==> src/rtl/axil_reg_master_if.sv <==
// axil_reg_master_if
//   Bundles the command/response handshake of the register master together
//   with its AXI4-Lite master bus.
//   Ports (signals):
//     cmd_*  : command request (valid/ready/write/addr/wdata)
//     rsp_*  : response (valid/ready/rdata/resp/timeout)
//     m_axi_lite_* : AW, W, B, AR, R channels
//   Modports:
//     master : view of the axil_reg_master engine
//     slave  : view of the environment (controllers + AXI-Lite register file)
interface axil_reg_master_if #(
  parameter int ADDR_W = 10,
  parameter int DATA_W = 32
);
  logic              cmd_valid;
  logic              cmd_ready;
  logic              cmd_write;
  logic [ADDR_W-1:0] cmd_addr;
  logic [DATA_W-1:0] cmd_wdata;

  logic              rsp_valid;
  logic              rsp_ready;
  logic [DATA_W-1:0] rsp_rdata;
  logic [1:0]        rsp_resp;
  logic              rsp_timeout;

  logic [ADDR_W-1:0] m_axi_lite_awaddr;
  logic              m_axi_lite_awvalid;
  logic              m_axi_lite_awready;
  logic [DATA_W-1:0] m_axi_lite_wdata;
  logic              m_axi_lite_wvalid;
  logic              m_axi_lite_wready;
  logic [1:0]        m_axi_lite_bresp;
  logic              m_axi_lite_bvalid;
  logic              m_axi_lite_bready;
  logic [ADDR_W-1:0] m_axi_lite_araddr;
  logic              m_axi_lite_arvalid;
  logic              m_axi_lite_arready;
  logic [DATA_W-1:0] m_axi_lite_rdata;
  logic [1:0]        m_axi_lite_rresp;
  logic              m_axi_lite_rvalid;
  logic              m_axi_lite_rready;

  modport master (
    input  cmd_valid, cmd_write, cmd_addr, cmd_wdata,
    output cmd_ready,
    output rsp_valid, rsp_rdata, rsp_resp, rsp_timeout,
    input  rsp_ready,
    output m_axi_lite_awaddr, m_axi_lite_awvalid,
    input  m_axi_lite_awready,
    output m_axi_lite_wdata, m_axi_lite_wvalid,
    input  m_axi_lite_wready,
    input  m_axi_lite_bresp, m_axi_lite_bvalid,
    output m_axi_lite_bready,
    output m_axi_lite_araddr, m_axi_lite_arvalid,
    input  m_axi_lite_arready,
    input  m_axi_lite_rdata, m_axi_lite_rresp, m_axi_lite_rvalid,
    output m_axi_lite_rready
  );

  modport slave (
    output cmd_valid, cmd_write, cmd_addr, cmd_wdata,
    input  cmd_ready,
    input  rsp_valid, rsp_rdata, rsp_resp, rsp_timeout,
    output rsp_ready,
    input  m_axi_lite_awaddr, m_axi_lite_awvalid,
    output m_axi_lite_awready,
    input  m_axi_lite_wdata, m_axi_lite_wvalid,
    output m_axi_lite_wready,
    output m_axi_lite_bresp, m_axi_lite_bvalid,
    input  m_axi_lite_bready,
    input  m_axi_lite_araddr, m_axi_lite_arvalid,
    output m_axi_lite_arready,
    output m_axi_lite_rdata, m_axi_lite_rresp, m_axi_lite_rvalid,
    input  m_axi_lite_rready
  );
endinterface

==> src/rtl/axil_reg_master.sv <==
// axil_reg_master
//   Single-outstanding AXI4-Lite master: executes one register write or read
//   per accepted command and returns BRESP/RRESP plus read data.
//   Ports:
//     clk  : clock
//     rst  : synchronous, active-high reset
//     bus  : axil_reg_master_if.master (cmd_*, rsp_*, m_axi_lite_*)
//   Parameters:
//     ADDR_W  : AXI-Lite address width
//     DATA_W  : data width
//     TIMEOUT : cycles allowed per transaction before abort (0 = never)
module axil_reg_master #(
  parameter int ADDR_W  = 10,
  parameter int DATA_W  = 32,
  parameter int TIMEOUT = 1024
) (
  input logic               clk,
  input logic               rst,
  axil_reg_master_if.master bus
);

  typedef enum logic [2:0] {
    IDLE    = 3'd0,
    WR_REQ  = 3'd1,
    WR_RESP = 3'd2,
    RD_REQ  = 3'd3,
    RD_DATA = 3'd4,
    RESP    = 3'd5
  } state_t;

  localparam logic [15:0] TIMEOUT_CNT = 16'(TIMEOUT);
  localparam logic        TIMEOUT_EN  = (TIMEOUT != 0);

  state_t            state_r,       state_s;
  logic [15:0]       cnt_r,         cnt_s;
  logic [ADDR_W-1:0] addr_r,        addr_s;
  logic [DATA_W-1:0] wdata_r,       wdata_s;
  logic              awvalid_r,     awvalid_s;
  logic              wvalid_r,      wvalid_s;
  logic              bready_r,      bready_s;
  logic              arvalid_r,     arvalid_s;
  logic              rready_r,      rready_s;
  logic              rsp_valid_r,   rsp_valid_s;
  logic [DATA_W-1:0] rsp_rdata_r,   rsp_rdata_s;
  logic [1:0]        rsp_resp_r,    rsp_resp_s;
  logic              rsp_timeout_r, rsp_timeout_s;

  logic              busy_s;
  logic              abort_s;
  logic              aw_done_s;
  logic              w_done_s;

  // State and output registers; every bus-facing output comes from here.
  always_ff @(posedge clk) begin
    if (rst) begin
      state_r       <= IDLE;
      cnt_r         <= 16'd0;
      addr_r        <= '0;
      wdata_r       <= '0;
      awvalid_r     <= 1'b0;
      wvalid_r      <= 1'b0;
      bready_r      <= 1'b0;
      arvalid_r     <= 1'b0;
      rready_r      <= 1'b0;
      rsp_valid_r   <= 1'b0;
      rsp_rdata_r   <= '0;
      rsp_resp_r    <= 2'b00;
      rsp_timeout_r <= 1'b0;
    end else begin
      state_r       <= state_s;
      cnt_r         <= cnt_s;
      addr_r        <= addr_s;
      wdata_r       <= wdata_s;
      awvalid_r     <= awvalid_s;
      wvalid_r      <= wvalid_s;
      bready_r      <= bready_s;
      arvalid_r     <= arvalid_s;
      rready_r      <= rready_s;
      rsp_valid_r   <= rsp_valid_s;
      rsp_rdata_r   <= rsp_rdata_s;
      rsp_resp_r    <= rsp_resp_s;
      rsp_timeout_r <= rsp_timeout_s;
    end
  end

  // Next-state and next-output logic for the transaction FSM.
  always_comb begin
    state_s       = state_r;
    cnt_s         = cnt_r;
    addr_s        = addr_r;
    wdata_s       = wdata_r;
    awvalid_s     = awvalid_r;
    wvalid_s      = wvalid_r;
    bready_s      = bready_r;
    arvalid_s     = arvalid_r;
    rready_s      = rready_r;
    rsp_valid_s   = rsp_valid_r;
    rsp_rdata_s   = rsp_rdata_r;
    rsp_resp_s    = rsp_resp_r;
    rsp_timeout_s = rsp_timeout_r;

    busy_s  = (state_r == WR_REQ) || (state_r == WR_RESP) ||
              (state_r == RD_REQ) || (state_r == RD_DATA);
    abort_s = busy_s && TIMEOUT_EN && (cnt_r == TIMEOUT_CNT);

    // A channel counts as done once its valid has already dropped, or when
    // its handshake happens this cycle; this lets AW and W finish in any order.
    aw_done_s = !awvalid_r || bus.m_axi_lite_awready;
    w_done_s  = !wvalid_r  || bus.m_axi_lite_wready;

    if (abort_s) begin
      // Debug escape: abandon the bus mid-transaction. Any late B/R beat is
      // ignored because bready/rready are already low by then.
      awvalid_s     = 1'b0;
      wvalid_s      = 1'b0;
      bready_s      = 1'b0;
      arvalid_s     = 1'b0;
      rready_s      = 1'b0;
      rsp_valid_s   = 1'b1;
      rsp_rdata_s   = '0;
      rsp_resp_s    = 2'b10;
      rsp_timeout_s = 1'b1;
      state_s       = RESP;
    end else begin
      if (busy_s) begin
        cnt_s = (cnt_r == 16'hFFFF) ? cnt_r : (cnt_r + 16'd1);
      end else begin
        cnt_s = cnt_r;
      end

      case (state_r)
        IDLE: begin
          if (bus.cmd_valid) begin
            addr_s  = bus.cmd_addr;
            wdata_s = bus.cmd_wdata;
            cnt_s   = 16'd0;
            if (bus.cmd_write) begin
              awvalid_s = 1'b1;
              wvalid_s  = 1'b1;
              state_s   = WR_REQ;
            end else begin
              arvalid_s = 1'b1;
              state_s   = RD_REQ;
            end
          end else begin
            state_s = IDLE;
          end
        end

        WR_REQ: begin
          if (awvalid_r && bus.m_axi_lite_awready) begin
            awvalid_s = 1'b0;
          end else begin
            awvalid_s = awvalid_r;
          end
          if (wvalid_r && bus.m_axi_lite_wready) begin
            wvalid_s = 1'b0;
          end else begin
            wvalid_s = wvalid_r;
          end
          if (aw_done_s && w_done_s) begin
            bready_s = 1'b1;
            state_s  = WR_RESP;
          end else begin
            state_s = WR_REQ;
          end
        end

        WR_RESP: begin
          if (bus.m_axi_lite_bvalid) begin
            bready_s      = 1'b0;
            rsp_valid_s   = 1'b1;
            rsp_rdata_s   = '0;
            rsp_resp_s    = bus.m_axi_lite_bresp;
            rsp_timeout_s = 1'b0;
            state_s       = RESP;
          end else begin
            state_s = WR_RESP;
          end
        end

        RD_REQ: begin
          if (bus.m_axi_lite_arready) begin
            arvalid_s = 1'b0;
            rready_s  = 1'b1;
            state_s   = RD_DATA;
          end else begin
            state_s = RD_REQ;
          end
        end

        RD_DATA: begin
          if (bus.m_axi_lite_rvalid) begin
            rready_s      = 1'b0;
            rsp_valid_s   = 1'b1;
            rsp_rdata_s   = bus.m_axi_lite_rdata;
            rsp_resp_s    = bus.m_axi_lite_rresp;
            rsp_timeout_s = 1'b0;
            state_s       = RESP;
          end else begin
            state_s = RD_DATA;
          end
        end

        RESP: begin
          if (bus.rsp_ready) begin
            rsp_valid_s = 1'b0;
            state_s     = IDLE;
          end else begin
            state_s = RESP;
          end
        end

        default: begin
          awvalid_s   = 1'b0;
          wvalid_s    = 1'b0;
          bready_s    = 1'b0;
          arvalid_s   = 1'b0;
          rready_s    = 1'b0;
          rsp_valid_s = 1'b0;
          state_s     = IDLE;
        end
      endcase
    end
  end

  // Bus outputs: addresses and data come from the latched command, so they
  // cannot move while the matching valid is high.
  assign bus.cmd_ready          = (state_r == IDLE);
  assign bus.rsp_valid          = rsp_valid_r;
  assign bus.rsp_rdata          = rsp_rdata_r;
  assign bus.rsp_resp           = rsp_resp_r;
  assign bus.rsp_timeout        = rsp_timeout_r;
  assign bus.m_axi_lite_awaddr  = addr_r;
  assign bus.m_axi_lite_awvalid = awvalid_r;
  assign bus.m_axi_lite_wdata   = wdata_r;
  assign bus.m_axi_lite_wvalid  = wvalid_r;
  assign bus.m_axi_lite_bready  = bready_r;
  assign bus.m_axi_lite_araddr  = addr_r;
  assign bus.m_axi_lite_arvalid = arvalid_r;
  assign bus.m_axi_lite_rready  = rready_r;

endmodule

==> src/flat_wrapper.sv <==
// flat-port wrapper written by rule: the top's interface ports become plain ports
module axil_reg_master_flat 
#(
  parameter int ADDR_W  = 10,
  parameter int DATA_W  = 32,
  parameter int TIMEOUT = 1024
)
  (clk, rst, bus_cmd_valid, bus_cmd_write, bus_cmd_addr, bus_cmd_wdata, bus_cmd_ready, bus_rsp_valid, bus_rsp_rdata, bus_rsp_resp, bus_rsp_timeout, bus_rsp_ready, bus_m_axi_lite_awaddr, bus_m_axi_lite_awvalid, bus_m_axi_lite_awready, bus_m_axi_lite_wdata, bus_m_axi_lite_wvalid, bus_m_axi_lite_wready, bus_m_axi_lite_bresp, bus_m_axi_lite_bvalid, bus_m_axi_lite_bready, bus_m_axi_lite_araddr, bus_m_axi_lite_arvalid, bus_m_axi_lite_arready, bus_m_axi_lite_rdata, bus_m_axi_lite_rresp, bus_m_axi_lite_rvalid, bus_m_axi_lite_rready);
  axil_reg_master_if #(.ADDR_W(ADDR_W), .DATA_W(DATA_W)) bus_i ();
  input logic clk;
  input logic rst;
  input wire logic [$bits(bus_i.cmd_valid)-1:0] bus_cmd_valid;
  input wire logic [$bits(bus_i.cmd_write)-1:0] bus_cmd_write;
  input wire logic [$bits(bus_i.cmd_addr)-1:0] bus_cmd_addr;
  input wire logic [$bits(bus_i.cmd_wdata)-1:0] bus_cmd_wdata;
  output wire logic [$bits(bus_i.cmd_ready)-1:0] bus_cmd_ready;
  output wire logic [$bits(bus_i.rsp_valid)-1:0] bus_rsp_valid;
  output wire logic [$bits(bus_i.rsp_rdata)-1:0] bus_rsp_rdata;
  output wire logic [$bits(bus_i.rsp_resp)-1:0] bus_rsp_resp;
  output wire logic [$bits(bus_i.rsp_timeout)-1:0] bus_rsp_timeout;
  input wire logic [$bits(bus_i.rsp_ready)-1:0] bus_rsp_ready;
  output wire logic [$bits(bus_i.m_axi_lite_awaddr)-1:0] bus_m_axi_lite_awaddr;
  output wire logic [$bits(bus_i.m_axi_lite_awvalid)-1:0] bus_m_axi_lite_awvalid;
  input wire logic [$bits(bus_i.m_axi_lite_awready)-1:0] bus_m_axi_lite_awready;
  output wire logic [$bits(bus_i.m_axi_lite_wdata)-1:0] bus_m_axi_lite_wdata;
  output wire logic [$bits(bus_i.m_axi_lite_wvalid)-1:0] bus_m_axi_lite_wvalid;
  input wire logic [$bits(bus_i.m_axi_lite_wready)-1:0] bus_m_axi_lite_wready;
  input wire logic [$bits(bus_i.m_axi_lite_bresp)-1:0] bus_m_axi_lite_bresp;
  input wire logic [$bits(bus_i.m_axi_lite_bvalid)-1:0] bus_m_axi_lite_bvalid;
  output wire logic [$bits(bus_i.m_axi_lite_bready)-1:0] bus_m_axi_lite_bready;
  output wire logic [$bits(bus_i.m_axi_lite_araddr)-1:0] bus_m_axi_lite_araddr;
  output wire logic [$bits(bus_i.m_axi_lite_arvalid)-1:0] bus_m_axi_lite_arvalid;
  input wire logic [$bits(bus_i.m_axi_lite_arready)-1:0] bus_m_axi_lite_arready;
  input wire logic [$bits(bus_i.m_axi_lite_rdata)-1:0] bus_m_axi_lite_rdata;
  input wire logic [$bits(bus_i.m_axi_lite_rresp)-1:0] bus_m_axi_lite_rresp;
  input wire logic [$bits(bus_i.m_axi_lite_rvalid)-1:0] bus_m_axi_lite_rvalid;
  output wire logic [$bits(bus_i.m_axi_lite_rready)-1:0] bus_m_axi_lite_rready;
  assign bus_i.cmd_valid = bus_cmd_valid;
  assign bus_i.cmd_write = bus_cmd_write;
  assign bus_i.cmd_addr = bus_cmd_addr;
  assign bus_i.cmd_wdata = bus_cmd_wdata;
  assign bus_cmd_ready = bus_i.cmd_ready;
  assign bus_rsp_valid = bus_i.rsp_valid;
  assign bus_rsp_rdata = bus_i.rsp_rdata;
  assign bus_rsp_resp = bus_i.rsp_resp;
  assign bus_rsp_timeout = bus_i.rsp_timeout;
  assign bus_i.rsp_ready = bus_rsp_ready;
  assign bus_m_axi_lite_awaddr = bus_i.m_axi_lite_awaddr;
  assign bus_m_axi_lite_awvalid = bus_i.m_axi_lite_awvalid;
  assign bus_i.m_axi_lite_awready = bus_m_axi_lite_awready;
  assign bus_m_axi_lite_wdata = bus_i.m_axi_lite_wdata;
  assign bus_m_axi_lite_wvalid = bus_i.m_axi_lite_wvalid;
  assign bus_i.m_axi_lite_wready = bus_m_axi_lite_wready;
  assign bus_i.m_axi_lite_bresp = bus_m_axi_lite_bresp;
  assign bus_i.m_axi_lite_bvalid = bus_m_axi_lite_bvalid;
  assign bus_m_axi_lite_bready = bus_i.m_axi_lite_bready;
  assign bus_m_axi_lite_araddr = bus_i.m_axi_lite_araddr;
  assign bus_m_axi_lite_arvalid = bus_i.m_axi_lite_arvalid;
  assign bus_i.m_axi_lite_arready = bus_m_axi_lite_arready;
  assign bus_i.m_axi_lite_rdata = bus_m_axi_lite_rdata;
  assign bus_i.m_axi_lite_rresp = bus_m_axi_lite_rresp;
  assign bus_i.m_axi_lite_rvalid = bus_m_axi_lite_rvalid;
  assign bus_m_axi_lite_rready = bus_i.m_axi_lite_rready;
  axil_reg_master #(.ADDR_W(ADDR_W), .DATA_W(DATA_W), .TIMEOUT(TIMEOUT)) u_core (.clk(clk), .rst(rst), .bus(bus_i));
endmodule
==> config.mk <==
export PLATFORM = sky130hd
export DESIGN_NAME = axil_reg_master_flat
export DESIGN_NICKNAME = d
export VERILOG_FILES = /design/src/rtl/axil_reg_master_if.sv /design/src/rtl/axil_reg_master.sv /design/src/flat_wrapper.sv
export SDC_FILE = /design/constraint.sdc
export NUM_CORES = 1
export LEC_CHECK = 0
export CAP_MARGIN = 30
export CORE_ASPECT_RATIO = 1.25
export CORE_UTILIZATION = 46
export DETAILED_ROUTE_END_ITERATION = 8
export GPL_TIMING_DRIVEN = 0
export PLACE_DENSITY = 0.86
export RECOVER_POWER = 25
export SETUP_SLACK_MARGIN = 0.2
export SLEW_MARGIN = 5
export SYNTH_ARGS = -nofsm -noshare
export SYNTH_HDL_FRONTEND = slang
export SYNTH_SLANG_ARGS = --single-unit
==> constraint.sdc <==
create_clock -name clk -period 3.94 [get_ports clk]
set_input_delay 0.394 -clock clk [delete_from_list [all_inputs] [get_ports clk]]
set_output_delay 0.394 -clock clk [all_outputs]
set_load 0.005 [all_outputs]
==> metrics.txt <==
status finished, final reports clean; 1st-iter DRT viols 206; Post-synth EDFFs 0; Combinational Power Share 36.6%; design area 0.006543 mm²; Top Usage Layer GRT met2; Post-DRT Antenna Nets 0; CTS sink count 102; Setup CP Type reg -> out; Bufs on Longest Clock Path 2; die outline width 88.39 µm; IO Port Bufs 181; share of cells above drive strength 1 6.540%; Via density 5.278; r2r startpoint u_core.state_r[1]$_SDFF_PP0_; hold depth 2; Clock transition at path regs 0.06 ns; Leakage 2.431 nW; initial antenna violation count 0; cells resized by post-CTS repair 0; pwr/cell area 513.2 mW/mm²; Placement Cell Area 0.006257 mm²; peak supply drop 0.3386 mV; P&R area growth vs syn 52.45%; GR Util met3 9.084%; # Post-CTS Setup Buffers 0; DRC violations left 0; met1 Usage GRT 27.47%; Req. time, crit path 3.55 ns; switching pwr 1.110 mW; Sequential Power Share 37.3%; clock skew 0.004309 ns; Routed WL per cell 14.52 µm; met2 Resource Use GR 44.51%; ys async rst share 0%; Seq/Total Area, Yosys 47.58%; first-pass GRT wire length 19.02 mm; root buf cell clkbuf_16; Worst Setup SP u_core.state_r[1]$_SDFF_PP0_; synthesized area 0.004292 mm²; syn_nets 629; Reg2Reg Depth 6; Total Wirelength 12.44 mm; kind of end point of the critical path output port; H-tree depth 3; yosys warns 0; Arr. time, crit path 1.96 ns; cell internal pwr 2.247 mW; fill count 698; CP max FO 9; total number of vias 4523; Yosys top cell area share 47.58%; RSZ-0062 raised after global routing false; area of the multi-input gates 0.001957 mm²; HP Start u_core.bus.rsp_rdata[25]$_SDFFE_PP0P_; slew margin rel. 58.32%; final net count 821; top post-synthesis cells by count nand2_1 (134), dfxtp_1 (102), a21oi_1 (87); dpl hpwl 9.386 mm; Die Y-Extent 110.0 µm; Worst Hold Path EP u_core.bus.rsp_rdata[25]$_SDFFE_PP0P_; Slew Limit Fails 0; gr ovfl total 0; main flop type after synthesis dfxtp_1; num rows 39; # setup viols final 0; Mapped Avg Cell Area 7.992 µm²; core area 0.009076 mm²; Reg area 0.002042 mm²; cell with the most instances after synthesis nand2_1; crit share post-route 59.78%; Util after Layout 72.08%; die area 0.009722 mm²; Setup TNS Final 0 ns; FMAX 424.5 MHz; worst slew pin tran 0.6252 ns; Ant. Diodes 0; final hold vios 0; # IOs 182; hold crit path type reg -> reg; switching power as a share of total power 33.07%; Yosys top cell by area dfxtp_1; Clk pwr share 26.0%; Finished Layout Cells 857; vias in the first global route 4196; CP Launch Type register; placed cells 841; MaxCap Viol Count 0; #FFs+latches synth 102; total power draw 3.357 mW; First-pass DRT Iterations 5; post-synthesis cell type count 54; cells after synthesis 537; largest net degree at the start of global routing 17; R2R setup slack 1.64 ns; clk_lat worst skew 0.35 ns; Synth area leaders dfxtp_1 (48%), nand2_1 (12%), a21oi_1 (10%), nand3_1 (4.8%), clkbuf_1 (2.1%); Hold Buf Count CTS 0; post-layout minimum cycle time 2.356 ns; Total GRT Usage 25.45%; RePlAce Congestion 0.9099; Initial Utilization 47.28%; CTS tree yes; FF-to-FF End u_core.cnt_r[11]$_SDFFE_PP0N_; TritonCTS buffer count 9
## per-stage QoR
stage,worst slack [ns],hold slack (ns)
floorplan,2.133,0.4456
global placement,1.788,0.4371
detailed placement,1.657,0.4427
CTS,1.808,0.4519
global route,1.346,0.4692
finish,1.585,0.4498
## registers in the layout, indices dropped and copies added (netlist names)
signal	count
u_core.bus.m_axi_lite_wdata	32
u_core.bus.rsp_rdata	32
u_core.cnt_r	16
u_core.bus.m_axi_lite_araddr	10
u_core.state_r	3
u_core.bus.rsp_resp	2
u_core.bus.m_axi_lite_arvalid	1
u_core.bus.m_axi_lite_awvalid	1
u_core.bus.m_axi_lite_bready	1
u_core.bus.m_axi_lite_rready	1
u_core.bus.m_axi_lite_wvalid	1
u_core.bus.rsp_timeout	1
u_core.bus.rsp_valid	1
## how the worst max path moves through the flow
stage,to,depth (start not counted)
2_1_floorplan,u_core.cnt_r[3]$_SDFFE_PP0N_,7
3_3_place_gp,u_core.bus.rsp_rdata[11]$_SDFFE_PP0P_,6
3_5_place_dp,u_core.bus.rsp_rdata[20]$_SDFFE_PP0P_,6
4_1_cts,bus_cmd_ready,3
5_1_grt,u_core.cnt_r[8]$_SDFFE_PP0N_,6
6_report,bus_cmd_ready,3
## critical path: stages, from the launching register on
cell             delay, ns
dfxtp_1               0.31
clkbuf_1              0.20
nor3_1                0.50
clkdlybuf4s50_1       0.60
## per-layer routing
layer | routed length [µm] | part of all wire (%)
met1 | 4598 | 37
met5 | 0 | 0
met4 | 276 | 2.2
met2 | 6329 | 51
met3 | 1236 | 9.9
## placed cells by master (no fill, tap or decap), drive strengths merged, types with 2 or more instances in the layout
cell type and count:
nor4b 2, clkdlybuf4s50 134, nand4 5, ha 4
or3 5, a21oi 93, nor3 12, o21ai 11
o31ai 2, and2 3, nand3b 3, nand2 134
nor2 18, xnor2 5, inv 10, nand2b 6
nor4 4, clkbuf 35, mux2i 3, clkinv 5
a211oi 4, dlygate4sd3 47, o22ai 2, and3 2
or4 4, buf 21, dfxtp 102, nand3 41
## logic make-up after synthesis
logic type / count (synthesis) / share of synthesized area [%]
multiplexers: 4 / 0.9621
flip-flops: 102 / 47.58
buffers and inverters: 56 / 6.706
adder cells (fa/ha/maj): 4 / 1.166
AO/OA/AOI/OAI: 122 / 16.01
XOR/XNOR: 5 / 1.020
AND/OR/NAND/NOR: 244 / 26.56
## power by group through the flow
stage	Clock, mW	Sequential (mW)	Combinational (mW)
after floorplan	0	1.27	0.679
after global placement	0	1.27	1.21
after detailed placement	0	1.28	1.24
after CTS	0.889	1.26	1.26
after global routing	0.934	1.27	1.36
final	0.873	1.25	1.23
## layout make-up
type	count	share of cell area, %
plain buffers	46	3.806
clock buffers	10	3.500
clock inverters	6	0.9562
inverters	10	0.5737
multi-input cells	379	29.91
flip-flops and latches	102	31.21
well taps	123	2.352
repair buffers	181	27.69
No activity file was read; power rests on OpenSTA's default activity.
